==> config.mk <==
export PLATFORM = sky130hd
export DESIGN_NAME = xy_rr_out_arbiter
export DESIGN_NICKNAME = d
export VERILOG_FILES = /design/src/rtl/xy_rr_out_arbiter.sv
export SDC_FILE = /design/constraint.sdc
export NUM_CORES = 1
export LEC_CHECK = 0
export ABC_AREA = 1
export CORE_ASPECT_RATIO = 1.5
export CORE_MARGIN = 5
export CORE_UTILIZATION = 40
export DETAILED_ROUTE_END_ITERATION = 7
export PLACE_DENSITY = 0.87
export SLEW_MARGIN = 10
export SYNTH_ARGS = -nofsm -noshare
export SYNTH_HDL_FRONTEND = slang
export SYNTH_SLANG_ARGS = --single-unit
==> constraint.sdc <==
create_clock -name clk_i -period 3.9 [get_ports clk_i]
set_input_delay 0.78 -clock clk_i [delete_from_list [all_inputs] [get_ports clk_i]]
set_output_delay 0.78 -clock clk_i [all_outputs]
set_load 0.01 [all_outputs]
==> src/rtl/xy_rr_out_arbiter.sv <==
// Round-robin output-port arbiter for an XY-routed mesh switch: picks one input FIFO
// per cycle, pops it, and forwards its head packet to the next hop one cycle later.
module xy_rr_out_arbiter #(
  parameter int PORT_N      = 5,
  parameter int PCKT_W      = 16,
  parameter int STALL_CNT_W = 8
) (
  input  logic                     clk_i,
  input  logic                     rst_i,
  input  logic [PORT_N-1:0]        req_i,
  input  logic [PCKT_W*PORT_N-1:0] pckt_i,
  input  logic                     nxt_fifo_full_i,
  output logic [PORT_N-1:0]        rd_en_o,
  output logic                     wr_en_o,
  output logic [PCKT_W-1:0]        pckt_o,
  output logic [PORT_N-1:0]        last_grant_o,
  output logic [STALL_CNT_W-1:0]   stall_cnt_o
);

  localparam int PTR_W = (PORT_N > 1) ? $clog2(PORT_N) : 1;

  typedef enum logic {IDLE, STALL} state_t;

  state_t                   state_q, state_d;
  logic [PTR_W-1:0]         ptr_q;
  logic [PTR_W-1:0]         grant_idx_p0;
  logic                     found_p0;
  logic                     stall_p0;
  logic                     vld_p0;
  logic [PCKT_W-1:0]        pckt_p0;
  logic [PORT_N-1:0]        onehot_p0;

  logic                     vld_p1;
  logic [PCKT_W-1:0]        pckt_p1;
  logic [PORT_N-1:0]        last_grant_p1;
  logic [STALL_CNT_W-1:0]   stall_cnt_p1;

  function automatic logic [STALL_CNT_W-1:0] sat_inc(input logic [STALL_CNT_W-1:0] v);
    return (&v) ? v : v + 1'b1;
  endfunction

  // Stage p0: circular first-set search starting at ptr, purely from current inputs
  always_comb begin
    logic [PTR_W:0] sum;
    sum          = '0;
    grant_idx_p0 = '0;
    found_p0     = 1'b0;
    for (int k = 0; k < PORT_N; k++) begin
      sum = {1'b0, ptr_q} + (PTR_W+1)'(k);
      if (sum >= (PTR_W+1)'(PORT_N)) sum = sum - (PTR_W+1)'(PORT_N);
      if (!found_p0 && req_i[sum[PTR_W-1:0]]) begin
        found_p0     = 1'b1;
        grant_idx_p0 = sum[PTR_W-1:0];
      end
    end
  end

  assign stall_p0  = (|req_i) && nxt_fifo_full_i;
  assign vld_p0    = found_p0 && !nxt_fifo_full_i && !rst_i;
  assign onehot_p0 = PORT_N'(1) << grant_idx_p0;
  assign pckt_p0   = pckt_i[int'(grant_idx_p0)*PCKT_W +: PCKT_W];
  assign rd_en_o   = vld_p0 ? onehot_p0 : '0;

  // Leaving STALL is immediate: the grant on release comes from the inputs, not the state.
  always_comb begin
    state_d = state_q;
    case (state_q)
      IDLE:    if (stall_p0)  state_d = STALL;
      STALL:   if (!stall_p0) state_d = IDLE;
      default: state_d = IDLE;
    endcase
  end

  // Stage p1: registered packet, write strobe and arbitration state
  always_ff @(posedge clk_i) begin
    if (rst_i) begin
      state_q       <= IDLE;
      ptr_q         <= '0;
      vld_p1        <= 1'b0;
      pckt_p1       <= '0;
      last_grant_p1 <= '0;
      stall_cnt_p1  <= '0;
    end else begin
      state_q <= state_d;
      vld_p1  <= vld_p0;
      if (vld_p0) begin
        pckt_p1       <= pckt_p0;
        last_grant_p1 <= onehot_p0;
        ptr_q         <= (grant_idx_p0 == PTR_W'(PORT_N-1)) ? '0 : grant_idx_p0 + PTR_W'(1);
      end
      if (stall_p0) stall_cnt_p1 <= sat_inc(stall_cnt_p1);
    end
  end

  assign wr_en_o      = vld_p1;
  assign pckt_o       = pckt_p1;
  assign last_grant_o = last_grant_p1;
  assign stall_cnt_o  = stall_cnt_p1;

endmodule

==> out/results.tsv, run 1 <==
stage	metric	value	unit
critical_path	crit_path_top_delay_cell	dfxtp_2	
cts	clock_latency	0.28	ns
critical_path	cp.required	3.12	ns
synth	synth-seq-cells	33	
run_status	violations	setup timing	
cts	cts_buffer_depth	2	
die	dieWidth	81.6	um
die	core	0.00756	mm2
cts	root_buffer	clkbuf_16	
global_route	grt_pass1_vias	4558	
detailed_routing	drc	0	
critical_path	path_class	reg2out	
die	dieArea	0.00959	mm2
critical_path	path_max_fanout	6	
layout	diodes	0	
timing	max_freq	248	MHz
critical_path	slowest_delay	0.33	ns
global_route	grt_pass1_wl	21200	um
die	initial_core_util	0.407	
job	cap_violations	0	
critical_path	path_cells	buf_6, clkinvlp_4, ha_4, ha_4, o21ai_4, nand2_4, buf_4, o21ai_2, nand3_1, nand2_1, nand2_2, o21ai_4, inv_1, nand4_1, nand3_2, buf_6, nand2_2, inv_2, ha_4, inv_4, nor2_4, buf_6	
power	p_per_area	775	mW/mm2
synth	netlist_area	0.00308	mm2
cts	cts_inserted_buffers	5	
timing	setup_viol	4	
layout	layout-drive-gt1-share	0.284	
power	p_total	0.00442	W
worst_hold_path	hold_class	reg2reg	
synth	synthCells	556	
synth	syn_nets	655	
critical_path	critical_path_buf_inv_count	8	
global_route	antenna_found_initial	0	
critical_path	cp-start-kind	flip-flop	
layout	fillers	528	
cts	path_clk_slew	0.05	ns
die	row_count	39	
layout	syn_to_final_growth	85.6	%
power	ir_drop	0.479	mV
die	ios	123	
critical_path	cp_top_family	buffers and inverters	
timing	rsz0062_at_grt	yes	
timing	fin_crit	4.03	ns
global_route	grt.total_usage	0.283	
cts	cts_tree	built	
detailed_routing	first_pass_iters	5	
timing	fin_ws	-0.129	ns
die	die_height	117	um
timing	worst_pin_slew	0.355	ns
run_status	outcome	finished, violations left	
placement	place_hpwl	10200	um
global_route	grt_overflow_total	0	
synth	seq_area_frac_synth	0.215	
detailed_routing	finalWirelength	14300	um
detailed_routing	drt_iter0_drc	287	
detailed_routing	wl_per_cell	16.5	um
timing	maxSlewViolCount	0	
layout	fin_nets	861	
cts	cts-hold-fix-buffers	0	
synth	syn-mean-instance-area	5.54	um2
placement	numPortBuffers	122	
detailed_routing	avgViaCountPerCell	5.36	
detailed_routing	routed-via-count	4623	
synth	yosys_warnings	0	
placement	gp_congestion	1.05	
critical_path	cp-end-kind	output port	
timing	finalHoldViolations	0	
synth	ys_types	31	
timing	fin_skew	0.00209	ns
timing	period_share	1.03	
power	p_leak	2.79	nW
critical_path	worstPathArrival	3.25	ns
cts	numClockSinks	33	
timing	max-slew-margin-rel	0.763	
layout	fin_util	0.755	
detailed_routing	postRouteAntennaNets	0	
cts	cts-htree-levels	2	
timing	timing.hold.ws	0.447	ns
global_route	grt_max_degree	24	
placement	post-place-ws	-0.393	ns
[metrics by stage]
step | area, um2 | setup TNS, ns | instances
final | 5710 | -0.230 | 863
after global routing | 5710 | -0.791 | 863
after CTS | 5380 | -0.0654 | 853
after detailed placement | 4850 | -1.73 | 834
after global placement | 4850 | -1.79 | 834
after floorplan | 3080 | 0 | 556
[tightest hold or removal path, stage by stage, from the launching register on]
cell     delay (ns)
dfxtp_1        0.31
nand2_1        0.06
nand2_1        0.04
[power breakdown]
group | internal [W] | switching (W) | leakage [nW]
Combinational | 0.00153 | 0.00209 | 2.45
Clock | 0.000228 | 0.000139 | 0.0655
Sequential | 0.000406 | 0.0000373 | 0.270
Total | 0.00216 | 0.00227 | 2.79
[cell type report]
type | count | area (um2) | area share
Inverter | 71 | 275 | 0.0482
Clock buffer | 5 | 125 | 0.0219
Sequential cell | 33 | 663 | 0.116
Timing Repair Buffer | 217 | 1970 | 0.345
Clock inverter | 1 | 5.00 | 0.000876
Multi-Input combinational cell | 434 | 2550 | 0.446
Tap cell | 102 | 128 | 0.0223
[cell usage in the layout, fill, tap and decap left out, types with 2 or more instances in the layout]
cell / instances
nand2_1: 202
clkdlybuf4s50_1: 117
buf_4: 81
nand3_1: 69
inv_1: 54
dfxtp_1: 31
nand2_2: 22
a21oi_1: 20
nand3_2: 18
buf_6: 15
inv_2: 13
nand2_4: 13
nor2_1: 13
nand4_1: 12
o21ai_2: 7
nor2_4: 7
o21ai_0: 7
nor3_1: 7
ha_4: 6
nand3_4: 5
clkbuf_16: 5
o21ai_4: 4
nor2_2: 4
buf_2: 4
ha_1: 3
xor2_4: 2
o21ai_1: 2
inv_4: 2
o211ai_1: 2
o22ai_1: 2
dfxtp_2: 2
[path summary, 6_finish.rpt]
kind	from	to	slack (ns)	cells after the start
max	ptr_q[1]$_SDFFE_PP0P_	rd_en_o[3]	-0.13	22
max reg2reg	ptr_q[1]$_SDFFE_PP0P_	pckt_o[2]$_SDFFE_PP0P_	0.58	23
min	last_grant_o[4]$_SDFFE_PP0P_	last_grant_o[4]$_SDFFE_PP0P_	0.45	2
min reg2reg	last_grant_o[4]$_SDFFE_PP0P_	last_grant_o[4]$_SDFFE_PP0P_	0.45	2
[registers in the layout, indices dropped and copies added (netlist names)]
| name | count |
|---|---|
| ptr_q | 3 |
| wr_en_o | 1 |
| stall_cnt_o | 8 |
| last_grant_o | 5 |
| pckt_o | 16 |
[Yosys cell counts (all sizes together)]
cell / n / area, um2
xor2: 2 / 25.0
o21a: 1 / 7.51
nand3: 92 / 470
fa: 1 / 20.0
ha: 10 / 125
inv: 70 / 263
o211ai: 2 / 15.0
nand2: 237 / 895
nor2: 24 / 118
clkinv: 1 / 3.75
o21ai: 20 / 108
o22ai: 3 / 18.8
clkbuf: 4 / 15.0
and3: 1 / 6.26
nand3b: 1 / 7.51
buf: 14 / 100
dfxtp: 33 / 661
a21oi: 20 / 100
nand4: 12 / 75.1
nor3: 8 / 45.0
[cell families (layout without fill, tap and decap cells)]
group                    Yosys count  count (layout)  share of synthesized area
adder cells (fa/ha/maj)           11              11                     0.0472
AO/OA/AOI/OAI                     46              46                     0.0809
AND/OR/NAND/NOR                  375             375                      0.525
buffers and inverters             89             294                      0.124
XOR/XNOR                           2               2                    0.00813
flip-flops                        33              33                      0.215
[repair_timing]
item / 4_1_cts / 5_1_grt
buffers inserted: 13 / 11
gates resized for setup: 96 / 70
pin swaps: 21 / 45
gates cloned: 0 / 0
endpoints found under the hold margin: 0 / 0
setup endpoints to repair: 5 / 5
[per-layer routing]
metal	routed length, um	global-route usage	share of wire	vias to the layer above
met5	0	0	0	-
met3	663	0.0360	0.046	67
met2	7670	0.510	0.54	198
met4	922	0.174	0.065	0
li1	-	-	-	2188
met1	5010	0.297	0.35	2170
Note: power is estimated with default switching activity, not from simulation.
==> inputs of run 2 (changes only) <==
--- a/config.mk
+++ b/config.mk
@@ -11,7 +11,6 @@
 export CORE_UTILIZATION = 40
 export DETAILED_ROUTE_END_ITERATION = 7
 export PLACE_DENSITY = 0.87
-export SLEW_MARGIN = 10
 export SYNTH_ARGS = -nofsm -noshare
 export SYNTH_HDL_FRONTEND = slang
 export SYNTH_SLANG_ARGS = --single-unit
==> results of run 2 <==
The final DEF is identical to that of run 1; final timing and power are the same.
==> patch 1 (config.mk and constraints of run 1) <==
Register the output `stall_cnt_o` once more, with the module's reset; this adds one clock of latency there. The other outputs are not delayed to match.
--- a/src/rtl/xy_rr_out_arbiter.sv
+++ b/src/rtl/xy_rr_out_arbiter.sv
@@ -97,3 +97,9 @@
   assign last_grant_o = last_grant_p1;
-  assign stall_cnt_o  = stall_cnt_p1;
+  always_ff @(posedge clk_i) begin
+    if (rst_i) begin
+      stall_cnt_o <= '0;
+    end else begin
+      stall_cnt_o <= stall_cnt_p1;
+    end
+  end
 
Check against the original RTL: not equivalent (a bounded check fails within 4 cycles, from zero or initial values and one cycle with rst_i high).
==> patch 1 against run 1 <==
- synthesized cell count grew 4.9%
- fmax grew 5.7%
- wire length shrank 7.0%
- synthesized area grew 17%
- cell count grew 1.5%
- power grew 37%
- count of clock-buffer cells in the layout is the same
- sequential share of layout area grew 2.6 points
- non-clock buffer count shrank 21
- setup slack gained 220 ps
- sequential cell count grew 8
- design area grew 2.2%
- via count shrank 2.4%
- largest cell class unchanged
==> patch 1: results (changes against run 1) <==
INFO  routing        routed_wl=13,300um [-7.0%]
INFO  layout         filler_cell_count=726 [+38%]
INFO  setup_path     path_max_fanout=5 [-1]
INFO  sta            slew_of_the_pin_with_the_lowest_slew_margin=386ps [+31.1 ps]
INFO  placed_design  port_buffers=122 [unchanged]
INFO  synth          ys.warnings.count=0 [unchanged]
INFO  routing        routed_wire_length_per_instance=15.1um [-8.4%]
INFO  synth          syn_inst=583 [+4.9%]
INFO  global_route   grt_start_max_net_pins=29 [+21%]
INFO  synth          synth_compound_gate_area_share=0.0889 [+0.00805]
INFO  clocking       clk_root_buffer_cell=sky130_fd_sc_hd__clkbuf_16
INFO  setup_path     timing.critical_path.slowest_stage_cell=sky130_fd_sc_hd__dfxtp_4
INFO  synth          ys_top_cells_by_area=sky130_fd_sc_hd__dfxtp_1 23%, sky130_fd_sc_hd__nand2_1 23%, sky130_fd_sc_hd__nand3_1 12%
INFO  global_route   grt_first_pass_wirelength=20,200um [-4.9%]
INFO  layout         largest_register_ffs=16 [unchanged]
INFO  synth          synth_area_in_xor_xnor=0.00907 [+0.000939]
INFO  routing        route.detailed.vias_per_inst=5.15 [-3.8%]
INFO  clocking       clk_pin_slew_worst_paths=60ps
INFO  setup_path     cpPeakStageDelay=370ps [+40 ps]
INFO  outcome        status=finished clean
INFO  synth          synth_seq_area_share=0.229 [+0.0142]
INFO  routing        drt_iter0_markers=268 [-6.6%]
INFO  clocking       worst_skew_pair.late_latency=280ps [about the same]
INFO  setup_path     arrival=3030ps [-220 ps]
INFO  synth          post_synthesis_net_count=682 [+4.1%]
INFO  placed_design  detailedPlace.worstSlack=-232ps [+161 ps]
INFO  global_route   grtUsageTotal=0.227 [-0.0560]
INFO  global_route   grt_pass1_vias=4,415 [-3.1%]
INFO  placed_design  hpwl=10,200um [-0.13%]
INFO  synth          synthDistinctLibCells=35 [+13%]
INFO  clocking       cts-htree-levels=2 [unchanged]
INFO  global_route   grt_antenna_before_repair=0 [unchanged]
INFO  min_path       hold_class=reg -> reg
INFO  layout         post_route_cells_drive_above_1_share=0.252 [-0.0319]
INFO  placed_design  gp_congestion=0.970 [-7.5%]
INFO  synth          async_reset_ff_frac=0 [unchanged]
INFO  placed_design  place_area=0.00524mm^2 [+8.0%]
INFO  power_and_ir_drop irDropWorstVdd=0.566mV [+18%]
INFO  synth          post_synth_fa_ha_maj_area_fraction=0.0405 [-0.00669]
INFO  clocking       cts_max_path_bufs=2 [unchanged]
INFO  synth          yosys-mux-area-fraction=0 [unchanged]
INFO  layout         number_of_antenna_cells_inserted=0 [unchanged]
INFO  synth          synth.cells.most_frequent=218 x sky130_fd_sc_hd__nand2_1, 88 x sky130_fd_sc_hd__nand3_1, 61 x sky130_fd_sc_hd__inv_1
INFO  clocking       cts_inserted_buffers=5 [unchanged]
INFO  layout         design.final.nets=864 [+0.35%]
INFO  routing        dr.pass1.iters=5 [unchanged]
INFO  power_and_ir_drop p_leak=0.00282uW [+1.0%]
INFO  power_and_ir_drop report.power.total=6070uW [+37%]
INFO  setup_path     cpLargestDelayFamily=buffers and inverters
INFO  sta            finClkSkew=4.49ps [+2.39 ps]
-- patch 1: cell count changes in the layout (fill, tap and decap cells not counted), sizes merged, moves of 3 or more --
cell / run 1 / this run
a21oi: 20 / 24
buf: 100 / 78
dfxtp: 33 / 41
inv: 69 / 75
nand2: 237 / 234
nand3: 92 / 96
nor2: 24 / 32
nor3: 8 / 5
-- patch 1: path summary, 6_finish.rpt --
kind	from	to	slack [ps]	cells after the start
max	ptr_q[1]	rd_en_o[2]	90	19
min	last_grant_o[0]	last_grant_o[0]	460	2
max reg2reg	ptr_q[1]	pckt_o[10]	840	20
min reg2reg	last_grant_o[0]	last_grant_o[0]	460	2
-- patch 1: layer usage --
metal	GRT usage	routed length (um)	vias to the layer above
met1	0.231	4570	2086
met3	0.0261	563	42
met2	0.430	7480	159
li1	-	-	2226
met5	0	0	-
met4	0.127	661	0
-- patch 1: cells by family (layout without fill, tap and decap cells) --
kind of cell / Yosys count / in the layout
AOI/OAI and AO/OA: 52 / 52
xor gates and xnor gates: 2 / 2
adders and majority gates: 11 / 11
buffers and inverters: 96 / 279
DFF: 41 / 41
and+or+nand+nor: 381 / 381
-- patch 1: cell type report --
class / count / area (um^2) / share of cell area
repair buffers: 196 / 1790 / 0.306
clock inverters: 3 / 68.8 / 0.0118
inverters: 75 / 304 / 0.0521
flip-flops and latches: 41 / 830 / 0.142
clock buffers: 5 / 125 / 0.0214
well taps: 110 / 138 / 0.0236
multi-input cells: 446 / 2580 / 0.443
-- patch 1: worst register-to-register path, stage by stage, from the launching register on --
cell                       delay (ps)
sky130_fd_sc_hd__dfxtp_4          370
sky130_fd_sc_hd__buf_4            150
sky130_fd_sc_hd__ha_1             210
sky130_fd_sc_hd__inv_2            130
sky130_fd_sc_hd__nand2_2          110
sky130_fd_sc_hd__inv_2             80
sky130_fd_sc_hd__buf_4            110
sky130_fd_sc_hd__nand3_1          120
sky130_fd_sc_hd__nand2_1          120
sky130_fd_sc_hd__nand3_1          100
sky130_fd_sc_hd__o21ai_2          260
sky130_fd_sc_hd__buf_4            160
sky130_fd_sc_hd__nand3b_1         140
sky130_fd_sc_hd__nand3_4          160
sky130_fd_sc_hd__buf_4            260
sky130_fd_sc_hd__nand2_1           80
sky130_fd_sc_hd__nand2_1           90
sky130_fd_sc_hd__nand2_1           50
sky130_fd_sc_hd__nand2_1          100
sky130_fd_sc_hd__nand2_1           80
sky130_fd_sc_hd__a21oi_2          120
-- patch 1: report_power, final --
group	internal [uW]	leakage (uW)	switching [uW]
Sequential	519	0.000336	69.7
Clock	369	0.0000944	173
Combinational	2050	0.00239	2900
-- patch 1: timing repair --
item,in CTS,in global routing
cloned,0,0
hold endpoints to repair,0,0
setup endpoints to repair,5,5
setup buffers,2,10
pin swaps,8,31
resized for setup,40,67
==> patch 2 (config.mk and constraints of run 1) <==
Made on the original files. Set the parameter `PORT_N` to 6 (it was 5).
--- a/src/rtl/xy_rr_out_arbiter.sv
+++ b/src/rtl/xy_rr_out_arbiter.sv
@@ -3,3 +3,3 @@
 module xy_rr_out_arbiter #(
-  parameter int PORT_N      = 5,
+  parameter int PORT_N      = 6,
   parameter int PCKT_W      = 16,
Ports: changed (resized last_grant_o, pckt_i, rd_en_o and req_i); port bits go from 123 to 142. No check against the original RTL was run, so the function may have changed too.
==> patch 2 against run 1 <==
- wire length shrank 15%
- setup slack better by 230 ps
- via count is 5.9% lower
- count of clock-buffer cells in the layout unchanged
- sequential cell count rose by 1
- fmax rose by 6.1%
- sequential power grew 15%
- power is 17% lower
- utilization shrank 12 points
- design area fell by 7.5%
- synthesized area rose by 9.1%
==> patch 2: results (changes against run 1) <==
INFO  synth          synth_seq_area_share=0.203 [-0.0119]
INFO  sta            finClkSkew=3.55ps [+1.46 ps]
INFO  global_route   grt_util_met1=0.239 [-0.0587]
INFO  power_and_ir_drop power_clock=452uW [+23%]
INFO  routing        wl_met1=4440um [-12%]
INFO  layout         post_route_cells_drive_above_1_share=0.153 [-0.131]
INFO  synth          synth_compound_gate_area_share=0.105 [+0.0246]
INFO  placed_design  instance_count_after_placement_with_tap_cells_included=851 [+2.0%]
INFO  min_path       hp-start=last_grant_o[2]
INFO  routing        dr.pass1.iters=4 [-1]
INFO  placed_design  place_area=0.00500mm^2 [+3.0%]
INFO  routing        routed_wire_length_per_instance=14.0um [-15%]
INFO  global_route   grt_pass1_vias=4,308 [-5.5%]
INFO  placed_design  hpwl=9630um [-5.8%]
INFO  setup_path     ff2ff_setup_slack=740ps [+160 ps]
INFO  power_and_ir_drop p_leak=0.00264uW [-5.4%]
INFO  global_route   globalRouteMet2Util=0.433 [-0.0774]
INFO  placed_design  port_buffers=141 [+16%]
INFO  routing        route.detailed.vias_per_inst=5.02 [-6.3%]
INFO  clocking       cts_setup_buffers=0 [-13]
INFO  synth          synth_area_in_xor_xnor=0.00485 [-0.00328]
INFO  outcome        status=finished clean
INFO  sta            slew_of_the_pin_with_the_lowest_slew_margin=564ps [+209 ps]
INFO  setup_path     startpoint=req_i[2]
INFO  setup_path     cpPeakStageDelay=470ps [+140 ps]
INFO  synth          synth.cells.most_frequent=240 x sky130_fd_sc_hd__nand2_1, 86 x sky130_fd_sc_hd__nand3_1, 56 x sky130_fd_sc_hd__inv_1
INFO  routing        drt_iter0_markers=238 [-17%]
INFO  setup_path     crit_end=rd_en_o[2]
INFO  power_and_ir_drop seqPwrFrac=0.139 [+0.039]
INFO  global_route   grtUsageTotal=0.229 [-0.0544]
INFO  setup_path     worst-r2r-cell-count=24 [+4.3%]
## patch 2: cell types whose count changed in the layout (fill, tap and decap cells not counted), moves of 12 or more
cell                              before  now
sky130_fd_sc_hd__a21oi_2               0   12
sky130_fd_sc_hd__buf_4                81   40
sky130_fd_sc_hd__buf_6                15    1
sky130_fd_sc_hd__clkdlybuf4s50_1     117  132
sky130_fd_sc_hd__nand2_1             202  236
sky130_fd_sc_hd__nand2_2              22    9
sky130_fd_sc_hd__nand3_1              69   84
sky130_fd_sc_hd__nand3_2              18    3
sky130_fd_sc_hd__nor2_1               13   44
## patch 2: stage by stage
step,util,setup WS [ps]
final,0.636,104
after global routing,0.636,-22.8
after detailed placement,0.601,-382
after CTS,0.623,4.91
after global placement,0.601,-251
after floorplan,-,625
## patch 2: area by class of cell
type                    count  area [um^2]
flip-flops and latches     34          682
multi-input cells         473         2360
repair buffers            182         1700
well taps                 107          134
inverters                  62          235
fillers                   747         3030
clock buffers               5          125
clock inverters             3         45.0
